`src/rtl/accum_dump.sv`:
```
// accum_dump: integrate-and-dump decimator, sums DECIM samples into a full-precision result.
// Define ACCUM_DUMP_SKID_EN to replace the single result register with a 2-entry output FIFO.
module accum_dump #(
    parameter int unsigned WIDTH_IN  = 16,
    parameter int unsigned DECIM     = 8,
    parameter int unsigned IS_SIGNED = 1,
    localparam int unsigned WIDTH_OUT = WIDTH_IN + $clog2(DECIM)
) (
    input  logic                 clk,
    input  logic                 rst_n,
    input  logic                 clr,
    input  logic                 in_valid,
    output logic                 in_ready,
    input  logic [WIDTH_IN-1:0]  din,
    output logic                 out_valid,
    input  logic                 out_ready,
    output logic [WIDTH_OUT-1:0] dout
);

    localparam int unsigned      CNT_W    = $clog2(DECIM);
    localparam logic [CNT_W-1:0] CNT_LAST = CNT_W'(DECIM - 1);

    logic [WIDTH_OUT-1:0] acc;
    logic [WIDTH_OUT-1:0] din_ext;
    logic [WIDTH_OUT-1:0] sum;
    logic [CNT_W-1:0]     cnt;
    logic                 rdy_en;
    logic                 last;
    logic                 accept;
    logic                 dump;
    logic                 pop;
    logic                 buffer_full;

    // Extend the sample to result width according to its number format
    always_comb begin
        din_ext = WIDTH_OUT'(din);
        if (IS_SIGNED != 0) begin
            din_ext = WIDTH_OUT'($signed(din));
        end
    end

    assign sum    = acc + din_ext;
    assign last   = (cnt == CNT_LAST);
    // Only the block's last sample can stall, and only if its result has nowhere to go
    assign in_ready = rdy_en && !(last && buffer_full && !out_ready);
    assign accept = in_valid && in_ready;
    assign dump   = accept && last;
    assign pop    = out_valid && out_ready;

    always_ff @(posedge clk or negedge rst_n) begin
        if (!rst_n) begin
            acc    <= '0;
            cnt    <= '0;
            rdy_en <= 1'b0;
        end else begin
            rdy_en <= 1'b1;
            if (clr) begin
                acc <= '0;
                cnt <= '0;
            end else if (accept) begin
                if (last) begin
                    acc <= '0;
                    cnt <= '0;
                end else begin
                    acc <= sum;
                    cnt <= cnt + CNT_W'(1);
                end
            end
        end
    end

`ifdef ACCUM_DUMP_SKID_EN
    logic [WIDTH_OUT-1:0] tail;
    logic                 tail_valid;

    assign buffer_full = out_valid && tail_valid;

    // dout is the FIFO head; tail only fills while the head is still pending
    always_ff @(posedge clk or negedge rst_n) begin
        if (!rst_n) begin
            dout       <= '0;
            out_valid  <= 1'b0;
            tail       <= '0;
            tail_valid <= 1'b0;
        end else if (clr) begin
            out_valid  <= 1'b0;
            tail_valid <= 1'b0;
        end else if (dump && pop) begin
            if (tail_valid) begin
                dout <= tail;
                tail <= sum;
            end else begin
                dout <= sum;
            end
        end else if (dump) begin
            if (out_valid) begin
                tail       <= sum;
                tail_valid <= 1'b1;
            end else begin
                dout      <= sum;
                out_valid <= 1'b1;
            end
        end else if (pop) begin
            dout       <= tail;
            out_valid  <= tail_valid;
            tail_valid <= 1'b0;
        end
    end
`else
    assign buffer_full = out_valid;

    always_ff @(posedge clk or negedge rst_n) begin
        if (!rst_n) begin
            dout      <= '0;
            out_valid <= 1'b0;
        end else if (clr) begin
            out_valid <= 1'b0;
        end else if (dump) begin
            dout      <= sum;
            out_valid <= 1'b1;
        end else if (pop) begin
            out_valid <= 1'b0;
        end
    end
`endif

endmodule

```
`config.mk`:
```
export PLATFORM = sky130hd
export DESIGN_NAME = accum_dump
export DESIGN_NICKNAME = d
export VERILOG_FILES = /design/src/rtl/accum_dump.sv
export SDC_FILE = /design/constraint.sdc
export NUM_CORES = 1
export LEC_CHECK = 0
export CAP_MARGIN = 10
export CORE_ASPECT_RATIO = 1.5
export CORE_MARGIN = 5
export CORE_UTILIZATION = 30
export CTS_CLUSTER_DIAMETER = 120
export CTS_CLUSTER_SIZE = 24
export DETAILED_ROUTE_END_ITERATION = 8
export PLACE_DENSITY = 0.59
export SYNTH_ARGS = -nofsm -noshare
export SYNTH_HDL_FRONTEND = slang
export SYNTH_SLANG_ARGS = --single-unit
```
`constraint.sdc`:
```
create_clock -name clk -period 6.7 [get_ports clk]
set_input_delay 1.675 -clock clk [delete_from_list [all_inputs] [get_ports clk]]
set_output_delay 1.675 -clock clk [all_outputs]
set_load 0.01 [all_outputs]
```
==> results.ini <==
[outcome]
outcome = finished clean

[worst_hold_path]
hp-class = reg2reg

[setup_path]
worst_path_most_repeated_cell = sky130_fd_sc_hd__clkdlybuf4s50_1
worst-endpoint-required_ns = 5.03
slowest_stage = sky130_fd_sc_hd__clkdlybuf4s50_1
cp_top_family = buffers and inverters
critical_path_arrival_ns = 2.98
worst_setup_path_start_kind = input pin
end_kind = output pin
critical_path_buf_inv_count = 2
crit_path_cell_trace = clkdlybuf4s50_1 -> nor2b_1 -> a21boi_0 -> clkdlybuf4s50_1
delay_of_the_slowest_cell_on_the_worst_path_ns = 0.49
cp_max_fo = 5
timing.setup.critical_path_class = in2out

[synth]
postSynth.topFlopCell = sky130_fd_sc_hd__dfrtp_1
synth_compound_area_share_pct = 21.8
yosys.area_share.adder_pct = 10.3
ys_ff_latch = 43
syn-instance-count = 270
synth_top_family_by_area = compound AO/OA/AOI/OAI gates
syn-cell-area_sq_um = 2610
synth.area.mux_share_pct = 3.74
synth_warnings = 0
synth-seq-area-share_pct = 41.2
synth_edf_count = 0
synth.distinct_cells = 49
postSynth.asyncResetShare_pct = 100
leading_post_synthesis_cells_by_cell_area = sky130_fd_sc_hd__dfrtp_1 (41%), sky130_fd_sc_hd__ha_1 (9.6%), sky130_fd_sc_hd__nand2_1 (6.6%)
yosys.area_share.simple_pct = 16.0
net_count_after_synthesis = 312
synth_area_leader_cell = sky130_fd_sc_hd__dfrtp_1
post-synth-top-area-fraction_pct = 41.2
post_synth_xor_area_fraction_pct = 5.03
mean_cell_area_of_the_mapped_netlist_sq_um = 9.67

[cells_and_area]
final_core_util_pct = 38.8
layout-area-overhead-vs-synth_pct = 25.7
post_route_cells_drive_above_1_share_pct = 8.04
num-fill-cells = 865
insertedDiodeCount = 0
nNetsFinal = 352
post-route-cell-area_sq_um = 3280

[global_routing]
groute.usage.overall_pct = 12.3
pin_count_of_the_biggest_net_entering_global_routing = 44
overflow = 0
first_global_vias = 2246
first_pass_grt_wire_length_mm = 10.7
antenna_found_initial = 0

[timing]
period_share_pct = 69.4
skew_ns = 0.00248
achievable-frequency_mhz = 215
setup_viol = 0
tightestPinTransition_ns = 0.980
final-hold-violation-count = 0
setup_tns_ns = 0
hold-worst-slack_ns = 0.475
timing.final.crit_period_ns = 4.65
worst_slew_margin_rel_pct = 34.6
fin_worst_setup_slack_ns = 2.05
final-max-slew-violation-count = 0
rsz0062_at_grt = false

[floorplanning]
coreArea_sq_um = 8460
fp.dieW_um = 86.2
ioPinCount = 42
start_util_pct = 30.8
dieArea_sq_um = 10700
fp.dieH_um = 124
fp-row-count = 41

[detailed_routing]
vias = 2184
drtIter0Drc = 93
drt_pre_antenna_iters = 4
detail_route_antenna_nets = 0
drt-vias-per-instance = 5.22
detail_route.wirelength_mm = 6.49
drt_drc_violations_left = 0
wire_per_inst_um = 15.5

[pwr]
irDropWorstVdd_mv = 0.0905
cellPowerDensity_nw_per_um2 = 203
leakage_nw = 1.52

[clock_tree]
sink_count = 43
cts_buffers = 5
cts_hold_buffers = 0
htree_levels = 2
cts.reportedPaths.clkPinSlew_ns = 0.06
cts_tree = built
worst_skew_pair.late_latency_ns = 0.28
cts_root_buffer_type = sky130_fd_sc_hd__clkbuf_16
cts_resized = 0
clk_path_buf_depth = 2
cts_setup_buffers = 0

[placed_design]
post-dp-hpwl_mm = 4.99
placed_cell_areas_sq_um = 3130
globalplace.congestion = 0.873
detailedPlace.worstSlack_ns = 2.04
numPortBuffers = 41

[flow_run]
cap_viol_max_count = 0

==> Yosys cell counts, types with 2 or more instances <==
library cell	n
sky130_fd_sc_hd__and2_1	3
sky130_fd_sc_hd__nand2_1	46
sky130_fd_sc_hd__and3_1	3
sky130_fd_sc_hd__nor3_1	4
sky130_fd_sc_hd__or3_1	2
sky130_fd_sc_hd__a22o_1	14
sky130_fd_sc_hd__o21a_1	2
sky130_fd_sc_hd__clkbuf_1	6
sky130_fd_sc_hd__dfrtp_1	43
sky130_fd_sc_hd__o31ai_1	2
sky130_fd_sc_hd__o21bai_1	2
sky130_fd_sc_hd__nand4_1	5
sky130_fd_sc_hd__nor2_1	15
sky130_fd_sc_hd__buf_2	3
sky130_fd_sc_hd__nand3_1	5
sky130_fd_sc_hd__xnor2_1	8
sky130_fd_sc_hd__mux2i_1	3
sky130_fd_sc_hd__ha_1	20
sky130_fd_sc_hd__a31o_2	2
sky130_fd_sc_hd__nor2b_1	3
sky130_fd_sc_hd__o21ai_0	15
sky130_fd_sc_hd__xor2_1	7
sky130_fd_sc_hd__a21oi_1	16
sky130_fd_sc_hd__mux2_2	6
sky130_fd_sc_hd__a21o_1	5
sky130_fd_sc_hd__a31oi_1	3
sky130_fd_sc_hd__nand2b_1	2
sky130_fd_sc_hd__a211oi_1	4
==> routing by layer <==
metal | global-route usage [%] | vias to the layer above | wire length (um)
li1 | - | 1070 | -
met1 | 13.6 | 1070 | 2590
met2 | 22.7 | 34 | 3560
met3 | 2.25 | 10 | 194
met4 | 4.86 | 0 | 148
met5 | 0 | - | 0
==> layout by cell type (no fill, tap or decap), types with 6 or more instances in the layout <==
master and n:
sky130_fd_sc_hd__a21oi_1 16, sky130_fd_sc_hd__a22o_1 14, sky130_fd_sc_hd__clkdlybuf4s50_1 40, sky130_fd_sc_hd__dfrtp_1 43, sky130_fd_sc_hd__ha_1 20, sky130_fd_sc_hd__mux2_2 6
sky130_fd_sc_hd__nand2_1 46, sky130_fd_sc_hd__nor2_1 15, sky130_fd_sc_hd__o21ai_0 15, sky130_fd_sc_hd__xnor2_1 8, sky130_fd_sc_hd__xor2_1 7
==> worst reg2reg max path: stages, from the launching register on <==
cell and delay [ns]:
sky130_fd_sc_hd__dfrtp_1 0.39, sky130_fd_sc_hd__ha_1 0.21, sky130_fd_sc_hd__fa_1 0.41, sky130_fd_sc_hd__a21o_1 0.21, sky130_fd_sc_hd__a221oi_4 0.37, sky130_fd_sc_hd__o21bai_1 0.13
sky130_fd_sc_hd__a31oi_1 0.24, sky130_fd_sc_hd__xnor2_1 0.11, sky130_fd_sc_hd__mux2_2 0.27
==> final timing paths <==
check,slack (ns),to,from,cells past startpoint
worst max-delay path,2.05,in_ready,out_ready,4
worst min-delay path,0.47,dout[0]$_DFFE_PN0P_,dout[0]$_DFFE_PN0P_,2
worst max register to register,4.26,dout[12]$_DFFE_PN0P_,acc[0]$_DFFE_PN0P_,8
worst min register to register,0.47,dout[0]$_DFFE_PN0P_,dout[0]$_DFFE_PN0P_,2
max in group asynchronous,4.54,acc[10]$_DFFE_PN0P_,rst_n,1
min in group asynchronous,1.55,dout[4]$_DFFE_PN0P_,rst_n,1
==> through the flow <==
stage          power (W)  std cells
2_1_floorplan   0.000376        270
3_3_place_gp    0.000420        410
3_5_place_dp    0.000422        410
4_1_cts         0.000677        418
5_1_grt         0.000703        418
6_report        0.000668        418
==> area by class of cell <==
cell class	count	area (sq um)	share of cell area, %
multi-input cells	216	1490	45.5
clock buffers	8	156	4.76
inverters	1	3.75	0.114
well taps	107	134	4.08
repair buffers	43	420	12.8
flip-flops and latches	43	1080	32.8
==> cell families (layout without fill, tap and decap cells) <==
family | Yosys count | after routing
fa+ha+maj | 21 | 21
compound gates | 79 | 79
mux | 9 | 9
flops | 43 | 43
xor+xnor | 15 | 15
simple gates | 91 | 91
buf+inv | 11 | 52
other cells | 1 | 1
==> report_power, final <==
part | internal, W | switching (W) | total [W]
clock network | 0.000159 | 0.0000932 | 0.000252
logic | 0.0000574 | 0.0000835 | 0.000141
registers | 0.000269 | 0.00000600 | 0.000275
==> sequential cells by signal, summed over array words and instances (netlist names) <==
signal and count:
acc 19, dout 19, cnt 3, out_valid 1, rdy_en 1
No activity file was read; power rests on OpenSTA's default activity.
